`src/rtl/multicycle_controller.sv`:
```
// Multicycle ARM-subset controller: instruction sequencing FSM, ALU decode,
// NZCV flag register and condition evaluation. All outputs are combinational
// from state, instruction fields and the flags.
//
// Ports
//   clk, reset              clock, asynchronous active-high reset
//   Cond, Op, Funct, Rd     instruction fields (held by the IR for the whole
//                           instruction)
//   ALUFlags                NZCV from the ALU in the current cycle
//   PCWrite, MemW, RegW,
//   IRWrite, AdrSrc,
//   ALUSrcA                 datapath strobes / 1-bit selects
//   ResultSrc, ALUSrcB,
//   ImmSrc, RegSrc          datapath 2-bit selects
//   ALUControl              ALU operation, zero-extended to ALUCTRL_W
//
// Build option
//   CMP_TST_EN              when defined, cmd 1010 decodes as CMP and
//                           cmd 1000 as TST (flags only, no register write)
//
// state  | meaning
// FETCH  | read instruction, PC <= PC+4
// DECODE | read registers, compute PC+8
// MEMADR | compute memory address
// MEMRD  | read data memory
// MEMWB  | write loaded word to register file
// MEMWR  | write data memory
// EXECR  | data-processing, register operand
// EXECI  | data-processing, immediate operand
// ALUWB  | write ALU result to register file (and PC when Rd=15)
// BRANCH | write branch target to PC

module multicycle_controller #(
  parameter int ALUCTRL_W = 3
) (
  input  logic                 clk,
  input  logic                 reset,
  input  logic [3:0]           Cond,
  input  logic [1:0]           Op,
  input  logic [5:0]           Funct,
  input  logic [3:0]           Rd,
  input  logic [3:0]           ALUFlags,
  output logic                 PCWrite,
  output logic                 MemW,
  output logic                 RegW,
  output logic                 IRWrite,
  output logic                 AdrSrc,
  output logic                 ALUSrcA,
  output logic [1:0]           ResultSrc,
  output logic [1:0]           ALUSrcB,
  output logic [1:0]           ImmSrc,
  output logic [1:0]           RegSrc,
  output logic [ALUCTRL_W-1:0] ALUControl
);

  localparam logic [3:0] FETCH  = 4'd0;
  localparam logic [3:0] DECODE = 4'd1;
  localparam logic [3:0] MEMADR = 4'd2;
  localparam logic [3:0] MEMRD  = 4'd3;
  localparam logic [3:0] MEMWB  = 4'd4;
  localparam logic [3:0] MEMWR  = 4'd5;
  localparam logic [3:0] EXECR  = 4'd6;
  localparam logic [3:0] EXECI  = 4'd7;
  localparam logic [3:0] ALUWB  = 4'd8;
  localparam logic [3:0] BRANCH = 4'd9;

  localparam logic [2:0] ALU_ADD = 3'b000;
  localparam logic [2:0] ALU_SUB = 3'b001;
  localparam logic [2:0] ALU_AND = 3'b010;
  localparam logic [2:0] ALU_ORR = 3'b011;
  localparam logic [2:0] ALU_EOR = 3'b100;

`ifdef CMP_TST_EN
  localparam bit CmpTstEn = 1'b1;
`else
  localparam bit CmpTstEn = 1'b0;
`endif

  logic [3:0] state_q, state_d;
  logic [3:0] flags_q, flags_d;
  logic [3:0] st;
  logic       cond_ex;
  logic [2:0] alu_op, alu3;
  logic       cmd_valid, cmd_wr_reg, cmd_cv;
  logic       n, z, c, v;

  assign {n, z, c, v} = flags_q;

  always_comb begin
    cond_ex = 1'b0;
    case (Cond)
      4'b0000: cond_ex = z;
      4'b0001: cond_ex = ~z;
      4'b0010: cond_ex = c;
      4'b0011: cond_ex = ~c;
      4'b0100: cond_ex = n;
      4'b0101: cond_ex = ~n;
      4'b0110: cond_ex = v;
      4'b0111: cond_ex = ~v;
      4'b1000: cond_ex = c & ~z;
      4'b1001: cond_ex = ~c | z;
      4'b1010: cond_ex = (n == v);
      4'b1011: cond_ex = (n != v);
      4'b1100: cond_ex = ~z & (n == v);
      4'b1101: cond_ex = z | (n != v);
      4'b1110: cond_ex = 1'b1;
      default: cond_ex = 1'b0;
    endcase
  end

  // cmd_valid gates flag updates; cmd_wr_reg gates the ALUWB register/PC write.
  always_comb begin
    alu_op     = ALU_ADD;
    cmd_valid  = 1'b1;
    cmd_wr_reg = 1'b1;
    cmd_cv     = 1'b0;
    case (Funct[4:1])
      4'b0100: begin alu_op = ALU_ADD; cmd_cv = 1'b1; end
      4'b0010: begin alu_op = ALU_SUB; cmd_cv = 1'b1; end
      4'b0000: alu_op = ALU_AND;
      4'b1100: alu_op = ALU_ORR;
      4'b0001: alu_op = ALU_EOR;
      4'b1010: begin
        if (CmpTstEn) begin
          alu_op     = ALU_SUB;
          cmd_cv     = 1'b1;
          cmd_wr_reg = 1'b0;
        end else begin
          cmd_valid  = 1'b0;
          cmd_wr_reg = 1'b0;
        end
      end
      4'b1000: begin
        if (CmpTstEn) begin
          alu_op     = ALU_AND;
          cmd_wr_reg = 1'b0;
        end else begin
          cmd_valid  = 1'b0;
          cmd_wr_reg = 1'b0;
        end
      end
      default: begin
        cmd_valid  = 1'b0;
        cmd_wr_reg = 1'b0;
      end
    endcase
  end

  always_comb begin
    state_d = FETCH;
    case (state_q)
      FETCH:  state_d = DECODE;
      DECODE: begin
        case (Op)
          2'b00:   state_d = Funct[5] ? EXECI : EXECR;
          2'b01:   state_d = MEMADR;
          2'b10:   state_d = BRANCH;
          default: state_d = FETCH;
        endcase
      end
      MEMADR: state_d = Funct[0] ? MEMRD : MEMWR;
      MEMRD:  state_d = MEMWB;
      EXECR:  state_d = ALUWB;
      EXECI:  state_d = ALUWB;
      default: state_d = FETCH;
    endcase
  end

  // Flags load on the edge closing the execute cycle; CV only for add/subtract.
  always_comb begin
    flags_d = flags_q;
    if ((state_q == EXECR || state_q == EXECI) && Funct[0] && cond_ex && cmd_valid) begin
      flags_d[3:2] = ALUFlags[3:2];
      if (cmd_cv) flags_d[1:0] = ALUFlags[1:0];
    end
  end

  always_ff @(posedge clk or posedge reset) begin
    if (reset) begin
      state_q <= FETCH;
      flags_q <= 4'b0000;
    end else begin
      state_q <= state_d;
      flags_q <= flags_d;
    end
  end

  // Outputs follow FETCH for as long as reset is held.
  assign st = reset ? FETCH : state_q;

  always_comb begin
    PCWrite   = 1'b0;
    MemW      = 1'b0;
    RegW      = 1'b0;
    IRWrite   = 1'b0;
    AdrSrc    = 1'b0;
    ALUSrcA   = 1'b0;
    ResultSrc = 2'b00;
    ALUSrcB   = 2'b00;
    alu3      = ALU_ADD;
    case (st)
      FETCH: begin
        IRWrite   = 1'b1;
        PCWrite   = 1'b1;
        ALUSrcA   = 1'b1;
        ALUSrcB   = 2'b10;
        ResultSrc = 2'b10;
      end
      DECODE: begin
        ALUSrcA   = 1'b1;
        ALUSrcB   = 2'b10;
        ResultSrc = 2'b10;
      end
      MEMADR: ALUSrcB = 2'b01;
      MEMRD:  AdrSrc = 1'b1;
      MEMWB: begin
        ResultSrc = 2'b01;
        RegW      = cond_ex;
      end
      MEMWR: begin
        AdrSrc = 1'b1;
        MemW   = cond_ex;
      end
      EXECR: alu3 = alu_op;
      EXECI: begin
        ALUSrcB = 2'b01;
        alu3    = alu_op;
      end
      ALUWB: begin
        RegW    = cond_ex & cmd_wr_reg;
        PCWrite = cond_ex & cmd_wr_reg & (Rd == 4'd15);
      end
      BRANCH: begin
        ALUSrcB   = 2'b01;
        ResultSrc = 2'b10;
        PCWrite   = cond_ex;
      end
      default: ;
    endcase
  end

  always_comb begin
    ImmSrc = 2'b00;
    if (Op == 2'b01) ImmSrc = 2'b01;
    else if (Op == 2'b10) ImmSrc = 2'b10;
  end

  assign RegSrc     = {(Op == 2'b01) & ~Funct[0], (Op == 2'b10)};
  assign ALUControl = ALUCTRL_W'(alu3);

endmodule

```
`config.mk`:
```
export PLATFORM = sky130hd
export DESIGN_NAME = multicycle_controller
export DESIGN_NICKNAME = d
export VERILOG_FILES = /design/src/rtl/multicycle_controller.sv
export SDC_FILE = /design/constraint.sdc
export NUM_CORES = 1
export LEC_CHECK = 0
export BUFFER_PORTS_ARGS = -buffer_cell sky130_fd_sc_hd__buf_2
export CORE_MARGIN = 3
export CORE_UTILIZATION = 46
export DETAILED_ROUTE_END_ITERATION = 10
export PLACE_DENSITY = 0.79
export SETUP_SLACK_MARGIN = 0.02
export SLEW_MARGIN = 15
export SYNTH_ARGS = -nofsm -noshare
export SYNTH_HDL_FRONTEND = slang
export SYNTH_SLANG_ARGS = --single-unit
```
`constraint.sdc`:
```
create_clock -name clk -period 2.7 [get_ports clk]
set_input_delay 0.54 -clock clk [delete_from_list [all_inputs] [get_ports clk]]
set_output_delay 0.54 -clock clk [all_outputs]
set_load 0.1 [all_outputs]
```
## Word-level counts from Yosys, hierarchy flattened

Cells that the tools add are included.

| cells by class | value |
|---|---|
| equality and inequality tests | 37 |
| multiplexer cells | 20 |
| bitwise operators | 12 |
| reductions and logical operators | 18 |

Operators with widths:

| operator | count |
|---|---|
| $eq 4x3->1 const B | 11 |
| $eq 4x4->1 const B | 11 |
| $eq 4x2->1 const B | 7 |
| $pmux 4 s5 | 1 |
| $eq 4x1->1 const B | 4 |
| $logic_not 4->1 | 4 |
| $pmux 1 s15 | 1 |
| $pmux 3 s4 | 1 |
| $pmux 4 s3 | 1 |
| $reduce_or 2->1 | 5 |
| $pmux 2 s2 | 2 |
| $mux 1 | 7 |
| $mux 3 | 2 |
| $reduce_or 3->1 | 2 |
| $and 1x1->1 | 5 |
| $not 1->1 | 5 |
| $reduce_or 5->1 | 1 |
| $mux 2 | 2 |
| $mux 4 | 1 |
| $logic_and 1x1->1 | 3 |
| $pmux 1 s3 | 1 |
| $eq 2x1->1 const B | 1 |
| $eq 2x2->1 const B | 1 |
| $logic_not 2->1 | 1 |
| 6 further kinds | 7 |

| word-level totals | value |
|---|---|
| register bits | 8 |
| word-level logic and storage cells | 90 |

## Logic depth before layout (Yosys ltp)

| depth | value |
|---|---|
| word-level depth | 6 |
| depth in mapped cells | 6 |
| mapped depth without buffers | 5 |

## Worst setup path before layout

Ideal clock, no wire load.

| timing path | value |
|---|---|
| path kind | input-to-output |
| start point | input port Cond[2] |
| end point | output port MemW |
| data arrival time | 4.406 ns |
| data required time | 2.160 ns |
| setup slack | -2.246 ns |
| stages on the path | 5 |
| buffers on the path | 1 |
| cells stage by stage | buf_4 -> or3_1 -> a211o_1 -> and3_2 -> nor4_1 |

| between the ends | value |
|---|---|
| cells in the longest elaborated chain, start to end | 3 |
| elaborated cells between the ends (all ways) | 17 |

Ends and longest elaborated chain:

| what | line | source |
|---|---|---|
| start, declared | 38 | `input logic [3:0] Cond,` |
| $eq 4x4->1, or another cell as far along | 91 | `case (Cond)` |
| $pmux 1 s15 * | 91 |  |
| $mux 1 * | 201 | `case (st)` |
| end, declared | 44 | `output logic MemW,` |

Every way passes the cells marked *; elsewhere a longest branch is shown, timed or not.

## Worst setup path after layout

| timing path | value |
|---|---|
| start point | register flags_q[3] |
| end point | output port RegW |

| between the ends | value |
|---|---|
| cells in the longest elaborated chain, start to end | 5 |
| elaborated cells between the ends (all ways) | 8 |

Ends and longest elaborated chain:

| what | line | source |
|---|---|---|
| start, declared | 80 | `logic [3:0] flags_q, flags_d;` |
| start signal, assigned | 184 | `flags_q <= flags_d;` |
| $ne 1x1->1 or $eq 1x1->1 (tied branches) | -- |  |
| $or 1x1->1 or $and 1x1->1 (tied branches) | 105, 104 |  |
| $pmux 1 s15 * | 91 |  |
| $and 1x1->1 | 230 | `RegW = cond_ex & cmd_wr_reg;` |
| $pmux 1 s2 * | 201 |  |
| end, declared | 45 | `output logic RegW,` |

Marked as above.

==> results.txt <==
----------------------------------------------------
[Floorplanning]
  Starting density of the core ... 0.493
  Die W ... 49.3 um
  Number of rows in the core area ... 15
  I/O pin total ... 39
  Die ar. ... 0.00243 mm^2
  Std-Cell Core Area ... 0.00175 mm^2
  Die boundary height ... 49.3 um

[Global route]
  Maximum number of pins on one net before global-route repair ... 15
  Number of antenna violations at the first check in global routing ... 0
  Wire length of the first global-routing pass ... 4380 um
  Total congestion overflow after global routing ... 0
  Overall routing resource usage ... 0.227
  Number of global-route vias before repair ... 971

[Synthesis]
  Proportion of netlist area held by the largest area contributor ... 0.233
  Top cells by area in the synthesized netlist ... dfrtp_1, mux2_2, nand2_1
  Synthesis Warnings ... 0
  Number of enable-type register cells in the synthesized netlist ... 0
  Nets in the synthesized netlist ... 132
  Largest area contributor in the synthesized netlist ... dfrtp_1
  Post-synthesis area per instance ... 7.83 um^2
  Syn Std Cell Area ... 861 um^2
  Share of async-settable or async-resettable flops after synthesis ... 1.00
  Most instantiated flip-flop cell in the synthesis netlist ... dfrtp_1
  Count of unique library cells instantiated by Yosys ... 45
  Synthesis-stage register bit count ... 8
  Cells after synthesis ... 110
  Sequential share of the synthesized area ... 0.233

[Critical path]
  Arrival time of the worst setup path ... 2.12 ns
  Critical path's slowest cell ... dfrtp_1
  Required @ worst endpoint ... 2.16 ns
  Critical path fanouts, max ... 4
  Delay of the slowest critical-path stage ... 0.41 ns
  Worst path depth ... 6
  Cell breakdown of the critical path ... xor2_1 -> or3_1 -> a211o_1 -> and3_4 -> nor3_4 -> buf_12
  Cells on worst reg2reg path ... 6
  Family of cells with the greatest summed delay on the critical path ... simple AND/OR/NAND/NOR gates
  Register-to-register setup slack ... 0.46 ns
  Number of buffer and inverter stages on the critical path ... 1
  Startpoint type of the worst setup path ... register
  Critical Path Sink Type ... primary output
  Path type of the worst setup path ... register to primary output

[Timing]
  Period minus WS final ... 2.66 ns
  Pins over their slew limit ... 0
  Total setup violations reported at the end of the flow ... 0
  Post-route fraction of the period consumed by the critical path ... 0.986
  Slew Limit Headroom ... 0.671
  Clock Skews ... 0.00317 ns
  Hold violation count in the final report ... 0
  Highest attainable clock frequency ... 376 MHz
  Unrepaired setup endpoints after global routing ... true
  Transition at the pin with the smallest max-transition slack ... 0.493 ns
  Post-Route Setup TNS ... 0 ns

[Pwr]
  NetSw ... 0.783 mW
  Total power per unit cell area ... 931 mW/mm^2
  Sequential Power Share ... 0.178
  Largest vdd supply drop ... 0.904 mV
  Clock network fraction of total power ... 0.075
  Part of the total power dissipated in combinational logic ... 0.747
  Pint ... 0.457 mW
  Net switching fraction of the power ... 0.632
  Power consumption ... 1.24 mW
  Standby leakage power ... 0.574 nW

[Clock network]
  TritonCTS clock tree ... built
  Hold-fix buffers, CTS ... 0
  Max clock buf depth ... 2
  Clk slew on worst S/H paths ... 0.06 ns
  Count of clock tree sinks ... 8
  Clock root cell ... clkbuf_4
  Insertion delay to the later sink of the worst-skew pair ... 0.25 ns
  Level count of the clock H-tree ... 1
  Clock buffers created by TritonCTS ... 3

[Detailed routing]
  Via/cell ratio ... 5.80
  Detailed router's first-iteration violation count ... 41
  Post-detailed-route wirelength per cell ... 15.4 um
  WL final ... 2740 um
  DRT antenna net count ... 0
  Total vias in the final route ... 1032
  Post-route DRC ... 0
  Number of iterations in the first detailed-routing pass ... 4

[Placement]
  Detailed placer's ending HPWL ... 2070 um
  Placed cell count ... 171
  Input/output buffers ... 38
  Routability-driven placement congestion ratio ... 0.821

[Cells and area]
  Total number of nets in the final design ... 177
  Share of final-layout standard cells stronger than drive strength 1 ... 0.510
  Area overhead of the layout relative to synthesis ... 54.8%
  Number of cells in the finished layout apart from fillers ... 178
  Number of antenna diodes ... 0

[Hold path]
  Kind of path behind the tightest hold check ... input port to async pin

[Status]
  Status ... finished clean

[Flow run]
  MaxCap Viol Count ... 0

----------------------------------------------------
==> synth_stat cells, types with 3 or more instances <==
| library cell | count |
|---|---|
| nand2b_1 | 3 |
| mux2_2 | 4 |
| nor3_1 | 5 |
| a31oi_1 | 4 |
| o21ai_0 | 3 |
| nand2_1 | 11 |
| nor2_1 | 6 |
| nor4_1 | 3 |
| dfrtp_1 | 8 |
| clkbuf_1 | 4 |
| nand3_1 | 3 |
| nor3b_1 | 4 |
| or3_1 | 4 |
| a21oi_1 | 4 |
| inv_1 | 4 |
| nor2b_1 | 4 |
==> repair_timing <==
action,4_1_cts,5_1_grt
endpoints found under the setup margin,3,3
setup buffers,0,4
pin swaps,2,1
cloned,0,0
gates resized for setup,2,1
==> worst paths after layout <==
path / start / end
max in group asynchronous: reset / flags_q[0]
min in group clk: ALUFlags[1] / flags_q[1]
worst min-delay path: reset / state_q[0]
worst max register to register: flags_q[3] / flags_q[0]
worst max-delay path: flags_q[3] / RegW
worst min register to register: flags_q[3] / flags_q[3]
==> cells by family (layout without fill, tap and decap cells) <==
family / after synthesis / count (layout) / share of synthesized area
AOI/OAI and AO/OA: 25 / 25 / 0.206
xor gates and xnor gates: 3 / 3 / 0.0305
buffers and inverters: 12 / 55 / 0.0697
DFF: 8 / 8 / 0.233
muxes: 8 / 8 / 0.102
and+or+nand+nor: 54 / 54 / 0.359
==> flip-flops by register name, indices dropped and copies added (netlist names) <==
signal,flops
flags_q,4
state_q,4
==> worst register-to-register path: stages, from the launching register on <==
cell      delay [ns]
dfrtp_1         0.41
xor2_1          0.21
or3_1           0.32
a211o_1         0.30
buf_4           0.15
a311oi_2        0.34
mux2_1          0.37
==> metrics by stage <==
stage	hold WS, ns	instance area [um^2]	utilization	worst slack [ns]
6_report	0.427	1330	0.763	0.0375
3_3_place_gp	0.551	1260	0.722	0.0420
5_1_grt	0.452	1330	0.763	-0.0266
2_1_floorplan	0.416	975	-	-0.401
4_1_cts	0.428	1300	0.743	0.0350
3_5_place_dp	0.568	1260	0.722	-0.0208
==> power by group through the flow <==
| stage | Sequential (mW) | Combinational, mW | Clock [mW] |
|---|---|---|---|
| floorplan | 0.183 | 0.743 | 0 |
| global placement | 0.218 | 0.884 | 0 |
| detailed placement | 0.222 | 0.902 | 0 |
| CTS | 0.220 | 0.911 | 0.0935 |
| global route | 0.227 | 0.975 | 0.0988 |
| finish | 0.221 | 0.927 | 0.0930 |
==> metal layers <==
layer,routed length (um),GRT usage
met5,0,0
met1,1080,0.263
met4,0,0.0569
met3,184,0.0214
met2,1470,0.438
==> cell usage in the layout, fill, tap and decap left out, drive strengths merged <==
| cell | count |
|---|---|
| clkbuf | 3 |
| o221ai | 1 |
| xor2 | 1 |
| nor2b | 4 |
| nand3 | 3 |
| or3b | 1 |
| mux2i | 2 |
| and3 | 3 |
| buf | 47 |
| o21ai | 3 |
| o22ai | 2 |
| a31oi | 4 |
| a311oi | 2 |
| o311ai | 1 |
| nand4bb | 1 |
| o31ai | 2 |
| or3 | 4 |
| o21bai | 1 |
| a21oi | 4 |
| nand2 | 11 |
| nor4b | 1 |
| a211oi | 1 |
| mux2 | 6 |
| and4b | 1 |
| nand4 | 1 |
| a21boi | 1 |
| inv | 5 |
| a211o | 1 |
| and2 | 1 |
| nor3 | 5 |
| or2 | 1 |
| a22o | 1 |
| dfrtp | 8 |
| nor3b | 4 |
| or2b | 1 |
| nor4 | 3 |
| o2111ai | 1 |
| xnor2 | 2 |
| nand2b | 3 |
| nor2 | 6 |
==> cell type report <==
class,count,area [um^2]
Tap cell,25,31.3
Multi-Input combinational cell,90,727
Timing Repair Buffer,47,333
Inverter,5,18.8
Sequential cell,8,200
Clock buffer,3,22.5
Fill cell,137,413
Power figures use the tool's default switching activity.
